File: config.mk
export PLATFORM = sky130hd
export DESIGN_NAME = piso_tx
export DESIGN_NICKNAME = d
export VERILOG_FILES = /design/src/rtl/piso_tx.sv
export SDC_FILE = /design/constraint.sdc
export NUM_CORES = 1
export LEC_CHECK = 0
export ABC_AREA = 1
export BUFFER_PORTS_ARGS = -buffer_cell sky130_fd_sc_hd__buf_4
export CORE_MARGIN = 4
export CORE_UTILIZATION = 59
export DETAILED_ROUTE_END_ITERATION = 10
export HOLD_SLACK_MARGIN = 0.02
export PLACE_DENSITY = 0.82
export RECOVER_POWER = 100
export SETUP_SLACK_MARGIN = 0.05
export SYNTH_ARGS = -nofsm -noshare
export SYNTH_HDL_FRONTEND = slang
export SYNTH_SLANG_ARGS = --single-unit
File: constraint.sdc
create_clock -name clk -period 3.12 [get_ports clk]
set_input_delay 0.312 -clock clk [delete_from_list [all_inputs] [get_ports clk]]
set_output_delay 0.312 -clock clk [all_outputs]
set_load 0.01 [all_outputs]
File: src/rtl/piso_tx.sv
// Framed parallel-in serial-out transmitter: start bit, WIDTH data bits LSB first,
// optional even parity bit (enabled by defining PISO_TX_PARITY_EN), stop bit.
module piso_tx #(
  parameter int WIDTH        = 8,
  parameter int CLKS_PER_BIT = 4
) (
  input  logic             clk,
  input  logic             rst,
  input  logic [WIDTH-1:0] tx_data,
  input  logic             tx_valid,
  output logic             tx_ready,
  output logic             tx_serial,
  output logic             tx_busy,
  output logic             tx_done
);

  localparam int CW = (CLKS_PER_BIT > 1) ? $clog2(CLKS_PER_BIT) : 1;
  localparam int IW = (WIDTH > 1) ? $clog2(WIDTH) : 1;

  typedef enum logic [2:0] {
    IDLE,
    START,
    DATA,
`ifdef PISO_TX_PARITY_EN
    PARITY,
`endif
    STOP
  } state_t;

  state_t           state;
  logic [CW-1:0]    tick;
  logic [IW-1:0]    bit_idx;
  logic [WIDTH-1:0] shift_reg;
`ifdef PISO_TX_PARITY_EN
  logic             parity_q;
`endif

  logic tick_last;
  logic bit_last;

  assign tick_last = (tick == CW'(CLKS_PER_BIT - 1));
  assign bit_last  = (bit_idx == IW'(WIDTH - 1));

  // tx_serial is updated on each bit boundary so the line is a clean registered output
  always_ff @(posedge clk or negedge rst) begin
    if (!rst) begin
      state     <= IDLE;
      tick      <= '0;
      bit_idx   <= '0;
      shift_reg <= '0;
`ifdef PISO_TX_PARITY_EN
      parity_q  <= 1'b0;
`endif
      tx_serial <= 1'b1;
      tx_busy   <= 1'b0;
      tx_done   <= 1'b0;
      tx_ready  <= 1'b0;
    end else begin
      tx_done <= 1'b0;
      case (state)
        IDLE: begin
          tick    <= '0;
          bit_idx <= '0;
          if (tx_valid && tx_ready) begin
            shift_reg <= tx_data;
`ifdef PISO_TX_PARITY_EN
            parity_q  <= ^tx_data;
`endif
            state     <= START;
            tx_serial <= 1'b0;
            tx_busy   <= 1'b1;
            tx_ready  <= 1'b0;
          end else begin
            tx_serial <= 1'b1;
            tx_ready  <= 1'b1;
          end
        end

        START: begin
          if (tick_last) begin
            tick      <= '0;
            bit_idx   <= '0;
            state     <= DATA;
            tx_serial <= shift_reg[0];
            shift_reg <= shift_reg >> 1;
          end else begin
            tick <= tick + CW'(1);
          end
        end

        DATA: begin
          if (tick_last) begin
            tick <= '0;
            if (bit_last) begin
`ifdef PISO_TX_PARITY_EN
              state     <= PARITY;
              tx_serial <= parity_q;
`else
              state     <= STOP;
              tx_serial <= 1'b1;
`endif
            end else begin
              bit_idx   <= bit_idx + IW'(1);
              tx_serial <= shift_reg[0];
              shift_reg <= shift_reg >> 1;
            end
          end else begin
            tick <= tick + CW'(1);
          end
        end

`ifdef PISO_TX_PARITY_EN
        PARITY: begin
          if (tick_last) begin
            tick      <= '0;
            state     <= STOP;
            tx_serial <= 1'b1;
          end else begin
            tick <= tick + CW'(1);
          end
        end
`endif

        STOP: begin
          if (tick_last) begin
            tick      <= '0;
            state     <= IDLE;
            tx_serial <= 1'b1;
            tx_busy   <= 1'b0;
            tx_ready  <= 1'b1;
            tx_done   <= 1'b1;
          end else begin
            tick <= tick + CW'(1);
          end
        end

        default: begin
          state     <= IDLE;
          tick      <= '0;
          tx_serial <= 1'b1;
          tx_busy   <= 1'b0;
          tx_ready  <= 1'b0;
        end
      endcase
    end
  end

endmodule

==> summary.txt, run 1 <==
Outcome
  – Run status: finished, final reports clean

Floorplanning
  – Horiz. Die Dim: between 50 and 60 µm
  – Core footprint: roughly 1700 µm²
  – Starting Density: 0.6203
  – DIE AREA: 2561 µm²
  – I/O pin count: 15
  – FP Rows: 15
  – Die Y: between 50 and 60 µm

Job
  – Max-cap violations: 0

Placement
  – Routability cong.: 0.8592
  – # port buffers: 14
  – Detailed Place HPWL: between 1500 and 2000 µm

STA
  – Min Tclk post-route: 1784 ps
  – Final slew viol count: 0
  – TNS Setup: 0 ps
  – Skew final: 6.235 ps
  – Max_slew headroom: 0.3201
  – Worst Max-Slew Pin Slew: 1020 ps
  – RSZ-0062 raised after global routing: no
  – Final Hold Violating Endpoints: 0
  – Max frequency: 560.6 MHz
  – Final worst path period share: 0.5718
  – Finish-stage setup viols: 0

Min path
  – Min-delay worst type: input port to register

Yosys
  – Ys flop type: dfrtp_1
  – Synth area leaders: dfrtp_1 42%, nand2_1 21%, ha_1 8.2%
  – Post-synth EDFFs: 0
  – Cell count after synthesis: 135
  – Count leader, synth: nand2_1
  – Commonest cells post-synth: 59 x nand2_1, 18 x dfrtp_1, 13 x nand3_1
  – YS warnings: 0
  – Mean area per synthesized cell: 7.934 µm²
  – #FFs+latches synth: 19
  – Top-area cell type share of the netlist area: 0.4206
  – Syn Nets: 153
  – Async S/R FF share, synth: 1.000
  – Mapped Area: 1071 µm²
  – Distinct cells, synth: 22
  – Post-synth top area cell: dfrtp_1
  – Sequential share of the synthesized area: 0.4451

Route
  – Router iterations before antenna repair: 4
  – Routed len/inst: ~12 µm
  – Starting DRC count in detailed routing: 33
  – Post-Route WL: 2083 µm
  – DRC: 0
  – Final antenna-violating net count: 0
  – Via-to-Cell Ratio: ~5
  – Via count: 888

Global routing
  – Gr usage total: 0.1939
  – Vias in the first global route: 892
  – Largest net degree at the start of global routing: 20
  – First-pass GRT wire length: 3732 µm
  – Gr ovfl total: 0
  – Initial antenna violation count: 0

Pwr
  – Sequential share of power: 0.313
  – Power per cell area: 1090 nW/µm²
  – Clock power frac: 0.093
  – Max VDD drop: approximately 0.0007 V
  – Sw frac: 0.4924
  – Psw: 0.6494 mW
  – Pleak: 0.6895 nW
  – Internal: 0.6695 mW
  – Logic pwr share: 0.593

Setup path
  – Crit path capture type: register
  – CP top delay family: compound AO/OA/AOI/OAI gates
  – Crit path DAT: 1970 ps
  – Crit-path max FO: 8
  – CP max stage cell: o21ai_0
  – Slowest stage delay, CP: 530 ps
  – Worst Path Required: 3310 ps
  – Cell repeated most along the worst path: nand2_1
  – Setup CP Type: register to register
  – CP Cell Sequence: inv_1 > ha_1 > o21ai_0 > nand3_4 > nand2_1 > nand2_1
  – CP startpoint kind: register
  – CP Buf/Inv Count: 1

Clock network
  – Clk root buf: clkbuf_4
  – CTS resizes: 0
  – CTS buffer count: 3
  – Clk slew on worst S/H paths: 110 ps
  – CTS tree: built
  – H-tree levels: 1
  – CTS Sinks: 19
  – Clk buf depth: 2
  – Worst skew pair latency: 290 ps

Final layout
  – Post-layout util: 0.7007
  – Fin nets: approximately 170
  – Layout cells sized above 1: 0.1579
  – Area Overhead vs Synth: 12.97%
  – Ant diodes: 0
  – Max FFs per register: 8
==> logic make-up after synthesis <==
family          share of synthesized area
flops                              0.4451
fa+ha+maj                         0.08177
compound gates                    0.05022
simple gates                       0.3563
buf+inv                           0.06659
==> cells in the final DEF, fill, tap and decap left out <==
cell type	instances
nand2_1	59
dfrtp_1	18
nor2_4	1
o21bai_1	2
o21ai_0	5
nand3_4	1
inv_2	2
nor3_1	1
clkbuf_4	3
o21ai_1	1
nand3b_2	1
nand3_1	13
inv_4	1
inv_1	11
ha_1	7
dlygate4sd3_1	1
clkinv_2	1
dfstp_1	1
clkbuf_1	4
a21oi_1	1
buf_4	10
nand2_4	2
nor2_1	4
nand2_2	2
==> cell type report <==
class | count | area [µm²]
multi-input cells | 100 | 519.2
fillers | 145 | 516.7
flip-flops and latches | 19 | 476.7
repair buffers | 15 | 100.1
inverters | 14 | 55.05
well taps | 25 | 31.28
clock buffers | 3 | 22.52
clock inverters | 1 | 5.005
==> final timing paths <==
kind	startpoint	end	slack, ps	cells past startpoint
worst min register to register	tick[0]	tick[0]	470	1
worst min-delay path	tx_data[0]	shift_reg[0]	330	5
worst max register to register	state[0]	shift_reg[5]	1340	6
min in group asynchronous	rst	bit_idx[2]	710	2
max in group asynchronous	rst	shift_reg[2]	1790	2
worst max-delay path	state[0]	shift_reg[5]	1340	6
==> tightest hold or removal path: cells and delay by family <==
family        cells  cell delay (ps)
simple gates      4              210
buf+inv           1               70
==> layer usage <==
layer	GRT usage	vias to the layer above	routed length, µm
li1	-	456	-
met1	0.2331	406	954
met2	0.3217	20	1010
met3	0.05045	6	77
met4	0.08969	0	40
met5	0	-	0
==> timing repair <==
action                                  in CTS  in global routing
endpoints found under the hold margin       18                  0
endpoints found under the setup margin       0                  0
buffers inserted                             0                  0
hold buffers                                 1                  0
==> per-stage QoR <==
step / cell area (µm²) / setup slack, ps / hold WS, ps / cells / power, mW
floorplan: 1071 / 1802 / 16.41 / 135 / 1.039
global placement: 1191 / 1609 / 193.8 / 172 / 1.188
detailed placement: 1191 / 1483 / 196.2 / 172 / 1.226
CTS: 1229 / 1465 / 323.2 / 177 / 1.353
global route: 1210 / 1127 / 332.8 / 177 / 1.475
finish: 1210 / 1336 / 331.5 / 177 / 1.319
==> power groups by stage <==
| stage | registers, mW | clock network [mW] | logic, mW |
|---|---|---|---|
| CTS | 0.415 | 0.129 | 0.808 |
| floorplan | 0.415 | 0 | 0.624 |
| detailed placement | 0.422 | 0 | 0.805 |
| finish | 0.413 | 0.123 | 0.783 |
| global placement | 0.413 | 0 | 0.775 |
| global route | 0.427 | 0.140 | 0.909 |
No activity file was read; power rests on OpenSTA's default activity.
==> run 2: changes to the inputs <==
Settings changed: CORE_UTILIZATION 59 to 55, PLACE_DENSITY 0.82 to 0.77.
Clock period 3.12 ns to 1.7 ns, I/O delays scaled along.
==> run 2 against run 1 <==
Global-route usage barely moved. Combinational power rose by 86%. Via count is 2.0% higher. Die area increased by 6.1%. Register-to-register slack lost 1200 ps. Power grew 86%. Sequential share of layout area down 0.081 points. Largest cell class unchanged.
==> summary.txt, run 2 (synthesis results as in run 1) <==
Clock network
  – H-tree levels: 1
  – CTS Sinks: 19
  – CTS buffer count: 3
  – Clk root buf: clkbuf_4
  – CTS tree: built
  – Clk slew on worst S/H paths: 110 ps
  – Setup bufs post-CTS: 0
  – Clk buf depth: 2
  – Worst skew pair latency: 300 ps

STA
  – Final worst path period share: 0.8960
  – Skew final: 5.201 ps
  – RSZ-0062 raised after global routing: no
  – Finish-stage setup viols: 0
  – Max_slew headroom: 0.3178
  – Min Tclk post-route: 1523 ps
  – Worst Max-Slew Pin Slew: slightly above 1000 ps
  – Final Hold Violating Endpoints: 0
  – Final slew viol count: 0
  – TNS Setup: 0 ps
  – Max frequency: between 600 and 700 MHz

Route
  – Final antenna-violating net count: 0
  – Router iterations before antenna repair: 4
  – Via count: 906
  – Routed len/inst: 12.68 µm
  – Via-to-Cell Ratio: 5.090
  – Starting DRC count in detailed routing: 15
  – DRC: 0
  – Post-Route WL: roughly 2300 µm

Floorplanning
  – I/O pin count: 15
  – Core footprint: around 1800 µm²
  – FP Rows: 15
  – DIE AREA: 2718 µm²
  – Die Y: 52.13 µm
  – Horiz. Die Dim: 52.13 µm
  – Starting Density: 0.6007

Final layout
  – Non-filler cells, final: 178
  – Ant diodes: 0
  – Max FFs per register: 8
  – Most frequent cells in the layout: 60 x nand2_1, 18 x dfrtp_1, 13 x nand3_1
  – Area Overhead vs Synth: 13.20%
  – Post-layout util: 0.6800
  – Fin nets: 172
  – Commonest non-fill, non-tap cell in the layout: nand2_1
  – Layout cells sized above 1: 0.1569

Setup path
  – CP startpoint kind: register
  – Worst reg-to-reg setup slack: 180 ps
  – RR Endpoint: shift_reg[3]
  – CP top delay family: adder cells
  – Worst reg2reg startpoint: state[1]
  – CP max stage cell: ha_1
  – Setup CP Type: register to register
  – Crit path capture type: register
  – Worst setup path endpoint: shift_reg[3]
  – Crit path DAT: 1730 ps
  – CP Buf/Inv Count: 2
  – Worst Path Required: roughly 1900 ps
  – Cell repeated most along the worst path: nand2_1
  – Worst reg-to-reg path cell count: 7
  – Crit-path max FO: 10
  – CP Cell Sequence: inv_1 > ha_1 > inv_2 > nand2_1 > nand2_1 > nand3_1 > nand2_1
  – CP Depth: 7
  – Crit path from: state[1]
  – Slowest stage delay, CP: 490 ps

Placement
  – Inst Count DP: 173
  – Detailed Place HPWL: 1777 µm
  – # port buffers: 14
  – Routability cong.: 0.8941

Pwr
  – Max VDD drop: ~0.0013 V
  – Power per cell area: 2029 nW/µm²
  – Clock power frac: 0.092
  – Sw frac: 0.4920
  – Internal: about 1.2 mW
  – Logic pwr share: 0.595
  – Psw: 1.210 mW
  – Pleak: between 0.6 and 0.7 nW
  – Sequential share of power: 0.313

Outcome
  – Run status: finished, final reports clean

Global routing
  – Largest net degree at the start of global routing: 20
  – Initial antenna violation count: 0
  – Gr usage total: 0.1935
  – Vias in the first global route: 894
  – GR Util met3: 0.03438
  – Grt met2 use: 0.3243
  – Gr ovfl total: 0
  – Met1 GRT Util: 0.2505
  – Layer with the highest usage: met2
  – First-pass GRT wire length: 3864 µm

Job
  – Max-cap violations: 0

Min path
  – Min-delay worst type: input port to register
[run 2: repair_timing]
action                                 CTS  global route
hold buffers                             1             0
setup endpoints to repair                0             1
resized for setup                        0             1
endpoints found under the hold margin   19             0
[run 2: worst min path at each step]
stage               cells after the start  slack, ps  startpoint           end
floorplan                               0       -130         rst    bit_idx[0]
global placement                        1         50         rst    bit_idx[1]
detailed placement                      1         60         rst    bit_idx[1]
CTS                                     5        190  tx_data[0]  shift_reg[0]
global route                            4        210  tx_data[7]  shift_reg[7]
finish                                  5        180  tx_data[0]  shift_reg[0]
[run 2: power by group through the flow]
stage | clock network, mW | logic (mW) | registers, mW
2_1_floorplan | 0 | 1.14 | 0.762
3_3_place_gp | 0 | 1.45 | 0.772
3_5_place_dp | 0 | 1.51 | 0.783
4_1_cts | 0.236 | 1.52 | 0.772
5_1_grt | 0.253 | 1.68 | 0.794
6_report | 0.227 | 1.46 | 0.771
[run 2: worst min-delay path, stage by stage]
cell and delay [ps]:
buf_4 80, nand2_1 40, nand2_1 50, nand3_1 70, nand2_1 50
[run 2: routing by layer]
metal  part of all wire  vias up  routed length [µm]
li1                   -      457                   -
met1               0.44      424                1004
met2               0.51       20                1150
met3              0.030        5                  67
met4              0.015        0                  34
met5                  0        -                   0
[run 2: layout make-up]
| type | instances | area [µm²] |
|---|---|---|
| Fill cell | 177 | 570.5 |
| Multi-Input combinational cell | 100 | 515.5 |
| Sequential cell | 19 | 476.7 |
| Timing Repair Buffer | 16 | 107.6 |
| Tap cell | 25 | 31.28 |
| Clock buffer | 4 | 26.28 |
| Inverter | 14 | 55.05 |
[run 2: metrics by stage]
step	hold slack, ps	instance area [µm²]	setup slack [ps]	total power, mW
finish	182.6	1212	176.7	2.460
global route	206.2	1212	43.56	2.723
CTS	185.3	1235	165.5	2.532
detailed placement	59.24	1199	189.7	2.295
global placement	52.05	1199	222.7	2.224
floorplan	-125.6	1071	381.9	1.906
